[config.mk]
export PLATFORM = sky130hd
export DESIGN_NAME = skolem_ic_sequencer
export DESIGN_NICKNAME = d
export VERILOG_FILES = /design/src/rtl/skolem_ic_sequencer.sv
export SDC_FILE = /design/constraint.sdc
export NUM_CORES = 1
export LEC_CHECK = 0
export CORE_ASPECT_RATIO = 0.5
export CORE_MARGIN = 5
export CORE_UTILIZATION = 40
export CTS_CLUSTER_DIAMETER = 30
export DETAILED_ROUTE_END_ITERATION = 10
export GPL_TIMING_DRIVEN = 0
export MAX_ROUTING_LAYER = met4
export PLACE_DENSITY = 0.66
export SYNTH_ARGS = -nofsm -noshare
export SYNTH_HDL_FRONTEND = slang
export SYNTH_SLANG_ARGS = --single-unit
[constraint.sdc]
create_clock -name clk -period 1.8 [get_ports clk]
set_input_delay 0.45 -clock clk [delete_from_list [all_inputs] [get_ports clk]]
set_output_delay 0.45 -clock clk [all_outputs]
set_load 0.01 [all_outputs]
[src/rtl/skolem_ic_sequencer.sv]
// Skolem witness sequencer for the invertibility condition bvsge(bvurem(x,s),t).
// For each accepted (s,t) job the block:
//   1. builds a witness x one bit per cycle from an external combinational Skolem netlist,
//   2. divides x by s with a bit-serial restoring divider (MSB first),
//   3. compares the remainder against t as signed values,
//   4. holds x, the remainder and the verdict until the consumer takes them.
module skolem_ic_sequencer #(
  parameter int W    = 4,
  parameter int IDXW = 2
) (
  input  logic            clk,
  input  logic            rst_n,
  input  logic            in_valid,
  output logic            in_ready,
  input  logic [W-1:0]    s_in,
  input  logic [W-1:0]    t_in,
  output logic [W-1:0]    sk_s,
  output logic [W-1:0]    sk_t,
  output logic [IDXW-1:0] sk_idx,
  input  logic            sk_bit,
  output logic            out_valid,
  input  logic            out_ready,
  output logic [W-1:0]    x_out,
  output logic [W-1:0]    rem_out,
  output logic            ic_ok
);

  typedef enum logic [2:0] {
    IDLE  = 3'd0,
    BUILD = 3'd1,
    DIV   = 3'd2,
    CMP   = 3'd3,
    DONE  = 3'd4
  } state_t;

  localparam logic [IDXW-1:0] LAST_IDX = IDXW'(W - 1);

  state_t          state_reg;
  logic            in_ready_reg;
  logic            out_valid_reg;
  logic [W-1:0]    sk_s_reg;
  logic [W-1:0]    sk_t_reg;
  logic [IDXW-1:0] sk_idx_reg;
  logic [W-1:0]    x_reg;
  logic [W-1:0]    rem_reg;
  logic [IDXW-1:0] div_cnt_reg;
  logic [W-1:0]    x_out_reg;
  logic [W-1:0]    rem_out_reg;
  logic            ic_ok_reg;

  // Witness with the currently requested bit replaced by the Skolem output.
  logic [W-1:0]    x_next;

  // One restoring-division step. The shifted partial remainder needs W+1 bits
  // because the previous remainder can be as large as s-1 (up to 2^W-2).
  logic [W:0]      div_shift;
  logic            div_ge;
  logic [W-1:0]    rem_next;

  // Final remainder: x urem 0 is defined as x.
  logic [W-1:0]    rem_final;
  logic            ic_next;

  assign in_ready  = in_ready_reg;
  assign out_valid = out_valid_reg;
  assign sk_s      = sk_s_reg;
  assign sk_t      = sk_t_reg;
  assign sk_idx    = sk_idx_reg;
  assign x_out     = x_out_reg;
  assign rem_out   = rem_out_reg;
  assign ic_ok     = ic_ok_reg;

  // Per-bit witness update: only the bit addressed by sk_idx takes the Skolem value.
  for (genvar gi = 0; gi < W; gi++) begin : g_xbit
    assign x_next[gi] = (sk_idx_reg == IDXW'(gi)) ? sk_bit : x_reg[gi];
  end

  // Restoring divider datapath; div_cnt_reg addresses the dividend bit, MSB first.
  always_comb begin
    div_shift = {rem_reg, x_reg[div_cnt_reg]};
    div_ge    = (div_shift >= {1'b0, sk_s_reg});
    rem_next  = div_ge ? W'(div_shift - {1'b0, sk_s_reg}) : div_shift[W-1:0];
  end

  // Remainder selection and signed comparison against t.
  always_comb begin
    rem_final = (sk_s_reg == '0) ? x_reg : rem_reg;
    ic_next   = ($signed(rem_final) >= $signed(sk_t_reg));
  end

  // Sequencer FSM with all outputs registered; reset aborts any job in flight.
  always_ff @(posedge clk) begin
    if (!rst_n) begin
      state_reg     <= IDLE;
      in_ready_reg  <= 1'b1;
      out_valid_reg <= 1'b0;
      sk_s_reg      <= '0;
      sk_t_reg      <= '0;
      sk_idx_reg    <= '0;
      x_reg         <= '0;
      rem_reg       <= '0;
      div_cnt_reg   <= '0;
      x_out_reg     <= '0;
      rem_out_reg   <= '0;
      ic_ok_reg     <= 1'b0;
    end else begin
      case (state_reg)
        IDLE: begin
          if (in_valid) begin
            sk_s_reg     <= s_in;
            sk_t_reg     <= t_in;
            x_reg        <= '0;
            sk_idx_reg   <= '0;
            in_ready_reg <= 1'b0;
            state_reg    <= BUILD;
          end
        end

        BUILD: begin
          x_reg <= x_next;
          if (sk_idx_reg == LAST_IDX) begin
            sk_idx_reg  <= '0;
            rem_reg     <= '0;
            div_cnt_reg <= LAST_IDX;
            state_reg   <= DIV;
          end else begin
            sk_idx_reg <= sk_idx_reg + 1'b1;
          end
        end

        DIV: begin
          rem_reg <= rem_next;
          if (div_cnt_reg == '0) begin
            state_reg <= CMP;
          end else begin
            div_cnt_reg <= div_cnt_reg - 1'b1;
          end
        end

        CMP: begin
          x_out_reg     <= x_reg;
          rem_out_reg   <= rem_final;
          ic_ok_reg     <= ic_next;
          out_valid_reg <= 1'b1;
          state_reg     <= DONE;
        end

        DONE: begin
          if (out_ready) begin
            out_valid_reg <= 1'b0;
            in_ready_reg  <= 1'b1;
            state_reg     <= IDLE;
          end
        end

        default: begin
          state_reg     <= IDLE;
          in_ready_reg  <= 1'b1;
          out_valid_reg <= 1'b0;
        end
      endcase
    end
  end

endmodule

# Word-level counts from Yosys, hierarchy flattened
# Cells that the tools add are included.
[classes]
add_sub_neg = 3
n_lt_le_gt_ge = 3
n_eq_ne = 15
n_mux = 28
bitwise = 2
n_reduce_logical = 19
[ops]
columns = ["op", "n"]
rows = [
  ["$reduce_and 3->1", 6],
  ["$mux 4", 4],
  ["$ne 2x2->1 const B", 8],
  ["$pmux 4 s2", 2],
  ["$pmux 3 s5", 1],
  ["$mux 3", 4],
  ["$mux 1", 8],
  ["$mux 2", 4],
  ["$pmux 2 s2", 2],
  ["$reduce_and 2->1", 4],
  ["$eq 3x2->1 const B", 2],
  ["$pmux 1 s3", 2],
  ["$reduce_or 3->1", 2],
  ["$ge 5x4->1", 1],
  ["$eq 2x2->1 const B", 2],
  ["$ge 4x4->1", 1],
  ["$logic_not 2->1", 2],
  ["$logic_not 4->1", 1],
  ["$reduce_and 4->1", 1],
  ["$reduce_bool 2->1", 2],
  ["$sub 4x4->4", 1],
  ["$eq 3x1->1 const B", 1],
  ["$eq 3x3->1 const B", 1],
  ["$logic_not 3->1", 1],
  ["other kinds (6)", 7],
]
[word_totals]
ff_bits = 34
output_inout_bits = 21
wordCells = 85

# Depth between registers and ports, before layout
[depth]
depth_word = 5
depth_mapped = 8

# Worst setup path after synthesis
# OpenSTA, ideal clock, no wires.
[synth_path]
path_kind = "reg-to-reg"
from = "register div_cnt_reg[0]"
to = "register rem_reg[3]"
setup_time_ns = 0.120
arrival_ns = 1.909
required_ns = 1.680
setup_slack_ns = -0.229
stages_incl_launch_ff = 8
path_buffers = 0
period_less_slack_ns = 2.029
path_cell_list = "dfxtp_1 > mux4_2 > inv_1 > ha_1 > and3b_1 > or3_1 > a211oi_1 > o31ai_1"
[synth_between]
elab_chain_cells = 5
word_cells_on_any_way = 6
cone_classes = "add/sub (1); order compare (1); mux (4)"
[synth_lines]
columns = ["element", "line_no", "source"]
rows = [
  ["start, declared", "46", "logic [IDXW-1:0] div_cnt_reg;"],
  ["start signal, assigned", "136", "div_cnt_reg <= div_cnt_reg - 1'b1;"],
  ["$bmux 1 s2 (*)", "80", "div_shift = {rem_reg, x_reg[div_cnt_reg]};"],
  ["$mux 1 (implied by the code) (*)", "80", ""],
  ["$sub 4x4->4 or $ge 5x4->1 (tied branches)", "82, 81", ""],
  ["$mux 4 (*)", "82", "rem_next = div_ge ? W'(div_shift - {1'b0, sk_s_reg}) : div_shift[W-1:0];"],
  ["$pmux 4 s2 (*)", "107", "case (state_reg)"],
  ["end signal, assigned", "132", "rem_reg <= rem_next;"],
  ["end, declared", "45", "logic [W-1:0] rem_reg;"],
]
# Every way passes the cells marked *; elsewhere a longest branch is shown, timed or not. The select of a mux whose other input is x is not followed.
# A chain may end at the register's enable or synchronous reset.

# Worst setup path after layout
[layout_path]
from = "register x_reg[2]"
to = "register rem_reg[3]"
[layout_between]
elab_chain_cells = 5
word_cells_on_any_way = 6
cone_classes = "add/sub (1); order compare (1); mux (4)"
[layout_lines]
columns = ["element", "line_no", "source"]
rows = [
  ["start, declared", "44", "logic [W-1:0] x_reg;"],
  ["start signal, assigned", "120", "x_reg <= x_next;"],
  ["$bmux 1 s2 (*)", "80", ""],
  ["$mux 1 (implied by the code) (*)", "80", ""],
  ["$sub 4x4->4 or $ge 5x4->1 (tied branches)", "82, 81", ""],
  ["$mux 4 (*)", "82", ""],
  ["$pmux 4 s2 (*)", "107", ""],
]
# Marks and branches as above.

==> summary.json <==
{
  "result_of_the_run": "finished with violations",
  "violations_in_the_final_reports": "setup timing",
  "fraction_of_power_spent_switching_nets_pct": 25.6,
  "required_ps": 1980,
  "route.detailed.wl_per_inst_um": 14.0,
  "dr_wl_met3_um": 164,
  "rsz0062_at_grt": "true",
  "post-dp-hpwl_mm": 3.44,
  "floorplan.rows": 17,
  "grt_antenna_before_repair": 0,
  "max-cap-violations": 0,
  "drt_iter0_drc": 49,
  "syn_nets": 244,
  "die_area_mm2": 0.00634,
  "tightestPinTransition_ps": 579,
  "yosys.area.top_type": "sky130_fd_sc_hd__dfxtp_1",
  "drive_gt1_share_pct": 19.9,
  "final_period_minus_worst_setup_slack_ps": 1960,
  "fraction_of_post_synthesis_cell_area_in_the_top_cell_type_by_area_pct": 35.6,
  "yosys_warnings": 0,
  "netlist_area_mm2": 0.00191,
  "ant_nets": 0,
  "commonest_cells_in_the_synthesized_netlist": "sky130_fd_sc_hd__dfxtp_1 (34), sky130_fd_sc_hd__nand2_1 (25), sky130_fd_sc_hd__nor2_1 (23)",
  "grt_pass1_wl_mm": 7.55,
  "cts-buffers-inserted": 5,
  "routedLengthMet1_mm": 2.39,
  "worst_min_delay_path_category": "flip-flop to flip-flop",
  "largest_voltage_drop_on_the_vdd_net_mv": 0.358,
  "place.detailed.instances": 316,
  "final.setup_skew_ps": 1.80,
  "avgSynthCellArea_um2": 8.80,
  "asyncSetResetFlopFracSynth_pct": 0,
  "total_number_of_vias": 1680,
  "critical_path.startpoint_type": "flip-flop",
  "dr.max_layer_used": "met4",
  "initial_utilization_pct": 42.3,
  "internal_power_mw": 1.35,
  "stdcell_count": 333,
  "post-synth-top-count-cell": "sky130_fd_sc_hd__dfxtp_1",
  "io_buffers": 33,
  "synth.ff_latch_count": 34,
  "core_area_mm2": 0.00451,
  "nets_final": 293,
  "pwr-share-clk_pct": 39.0,
  "postRouteWirelength_mm": 4.67,
  "critical_path_arrival_ps": 2130,
  "holdWs_ps": 477,
  "ctsHtreeMaxLevel": 2,
  "ys_types": 50,
  "grt_start_max_net_pins": 13,
  "clockBufferDepth": 2,
  "tritoncts": "built",
  "max_slew_margin_pct": 61.4,
  "max_clock_freq_mhz": 511,
  "setup_viol": 5,
  "routed_via_density": 5.05,
  "first_global_vias": 1572,
  "cellPowerDensity_mw_per_mm2": 702,
  "wl_met2_mm": 2.08,
  "grt_overflow_total": 0,
  "pins_over_their_slew_limit": 0,
  "cts_num_sinks": 34,
  "synth-edff-count": 0,
  "yosys_most_used_dff": "sky130_fd_sc_hd__dfxtp_1",
  "category_of_the_most_critical_setup_path": "flip-flop to flip-flop",
  "syn2layout_area_growth_pct": 35.5,
  "drt-pass1-iter-count": 4,
  "final_min_period_over_clock_period_pct": 109,
  "ys_top_cells_by_area": "sky130_fd_sc_hd__dfxtp_1 (36%), sky130_fd_sc_hd__ha_1 (8.5%), sky130_fd_sc_hd__a21oi_1 (5.0%)",
  "root_buffer": "sky130_fd_sc_hd__clkbuf_8",
  "endpoint_kind": "flip-flop",
  "pin_count": 34,
  "gp_congestion": 0.890,
  "clock_insertion_delay_worst_skew_ps": 280,
  "hold_viol_final": 0,
  "path_clk_slew_ps": 70,
  "power_switching_uw": 464,
  "post_synth_inst_count": 217,
  "power.sequential.fraction_pct": 43.9,
  "dieHeight_um": 58.9,
  "path_max_fanout": 4,
  "dpl_worst_slack_ps": -250,
  "leakage_nw": 0.982,
  "insertedDiodeCount": 0,
  "total_power_mw": 1.82,
  "layout_setup_ws_ps": -157,
  "grt_util_all_layers_pct": 15.5,
  "die_w_um": 108,
  "synth_seq_area_share_pct": 35.6,
  "combPwrFrac_pct": 17.0,
  "drt_drc_violations_left": 0
}
[metal layers]
layer  vias up  track usage [%]
li1        856                -
met1       792             20.1
met2        27             24.3
met3         5             4.16
met4         0             3.78
met5         -                -
[critical path, stage by stage, from the launching register on]
cell and delay, ps:
sky130_fd_sc_hd__dfxtp_1 370, sky130_fd_sc_hd__mux4_2 500, sky130_fd_sc_hd__inv_2 80, sky130_fd_sc_hd__ha_4 130
sky130_fd_sc_hd__and3b_1 180, sky130_fd_sc_hd__or3_1 320, sky130_fd_sc_hd__a211oi_2 190, sky130_fd_sc_hd__o31ai_1 80
[final cells by class]
| cell class | instances | area, µm² |
|---|---|---|
| multi-input cells | 158 | 1160 |
| plain buffers | 10 | 78.8 |
| repair buffers | 42 | 405 |
| clock inverters | 3 | 45.0 |
| well taps | 66 | 82.6 |
| flip-flops and latches | 34 | 694 |
| inverters | 15 | 56.3 |
| clock buffers | 5 | 68.8 |
| fillers | 421 | 1920 |
[power by group through the flow]
stage	Sequential [mW]	Clock, mW	Combinational [mW]
CTS	0.799	0.728	0.302
floorplan	0.818	0	0.162
global route	0.800	0.763	0.338
finish	0.797	0.709	0.309
global placement	0.817	0	0.260
detailed placement	0.817	0	0.263
[final timing paths]
check	from	end	slack [ps]	depth (start not counted)
setup / recovery	x_reg[2]	rem_reg[3]	-160	7
hold reg to reg	ic_ok	ic_ok	480	2
hold / removal	ic_ok	ic_ok	480	2
setup reg to reg	x_reg[2]	rem_reg[3]	-160	7
[cells in the final DEF (no fill, tap or decap), drive strengths merged, types with 2 or more instances in the layout]
cell / instances
dfxtp: 34
clkdlybuf4s50: 33
nand2: 25
nor2: 23
a21oi: 19
buf: 17
inv: 15
ha: 13
nand3: 11
o21ai: 9
mux2i: 8
clkbuf: 7
a21o: 3
mux2: 3
nor2b: 3
nor4: 3
o31ai: 3
nand2b: 3
a211oi: 3
o21a: 2
and3b: 2
a22oi: 2
o22ai: 2
o22a: 2
clkinvlp: 2
nor3b: 2
nor4b: 2
[repair_timing]
| item | in CTS | in global routing |
|---|---|---|
| gates resized for setup | 13 | 6 |
| endpoints found under the setup margin | 7 | 15 |
| hold buffers | 0 | 0 |
| pin swaps | 9 | 2 |
| buffers inserted | 8 | 1 |
[metrics by stage]
stage / setup TNS [ps] / util (%) / instance area (µm²)
6_report: -338 / 57.4 / 2590
5_1_grt: -797 / 57.4 / 2590
4_1_cts: -333 / 56.9 / 2570
3_5_place_dp: -4340 / 51.9 / 2340
3_3_place_gp: -4000 / 51.9 / 2340
2_1_floorplan: -199 / - / 1930
[cells by family (layout without fill, tap and decap cells)]
logic type | after synthesis | in the layout | synth area share [%]
DFF | 34 | 34 | 35.6
muxes | 12 | 12 | 7.14
xor gates and xnor gates | 1 | 1 | 0.459
AOI/OAI and AO/OA | 50 | 50 | 16.7
and+or+nand+nor | 81 | 81 | 23.5
adders and majority gates | 14 | 14 | 9.57
buffers and inverters | 25 | 75 | 7.01
Note: power is estimated with default switching activity, not from simulation.
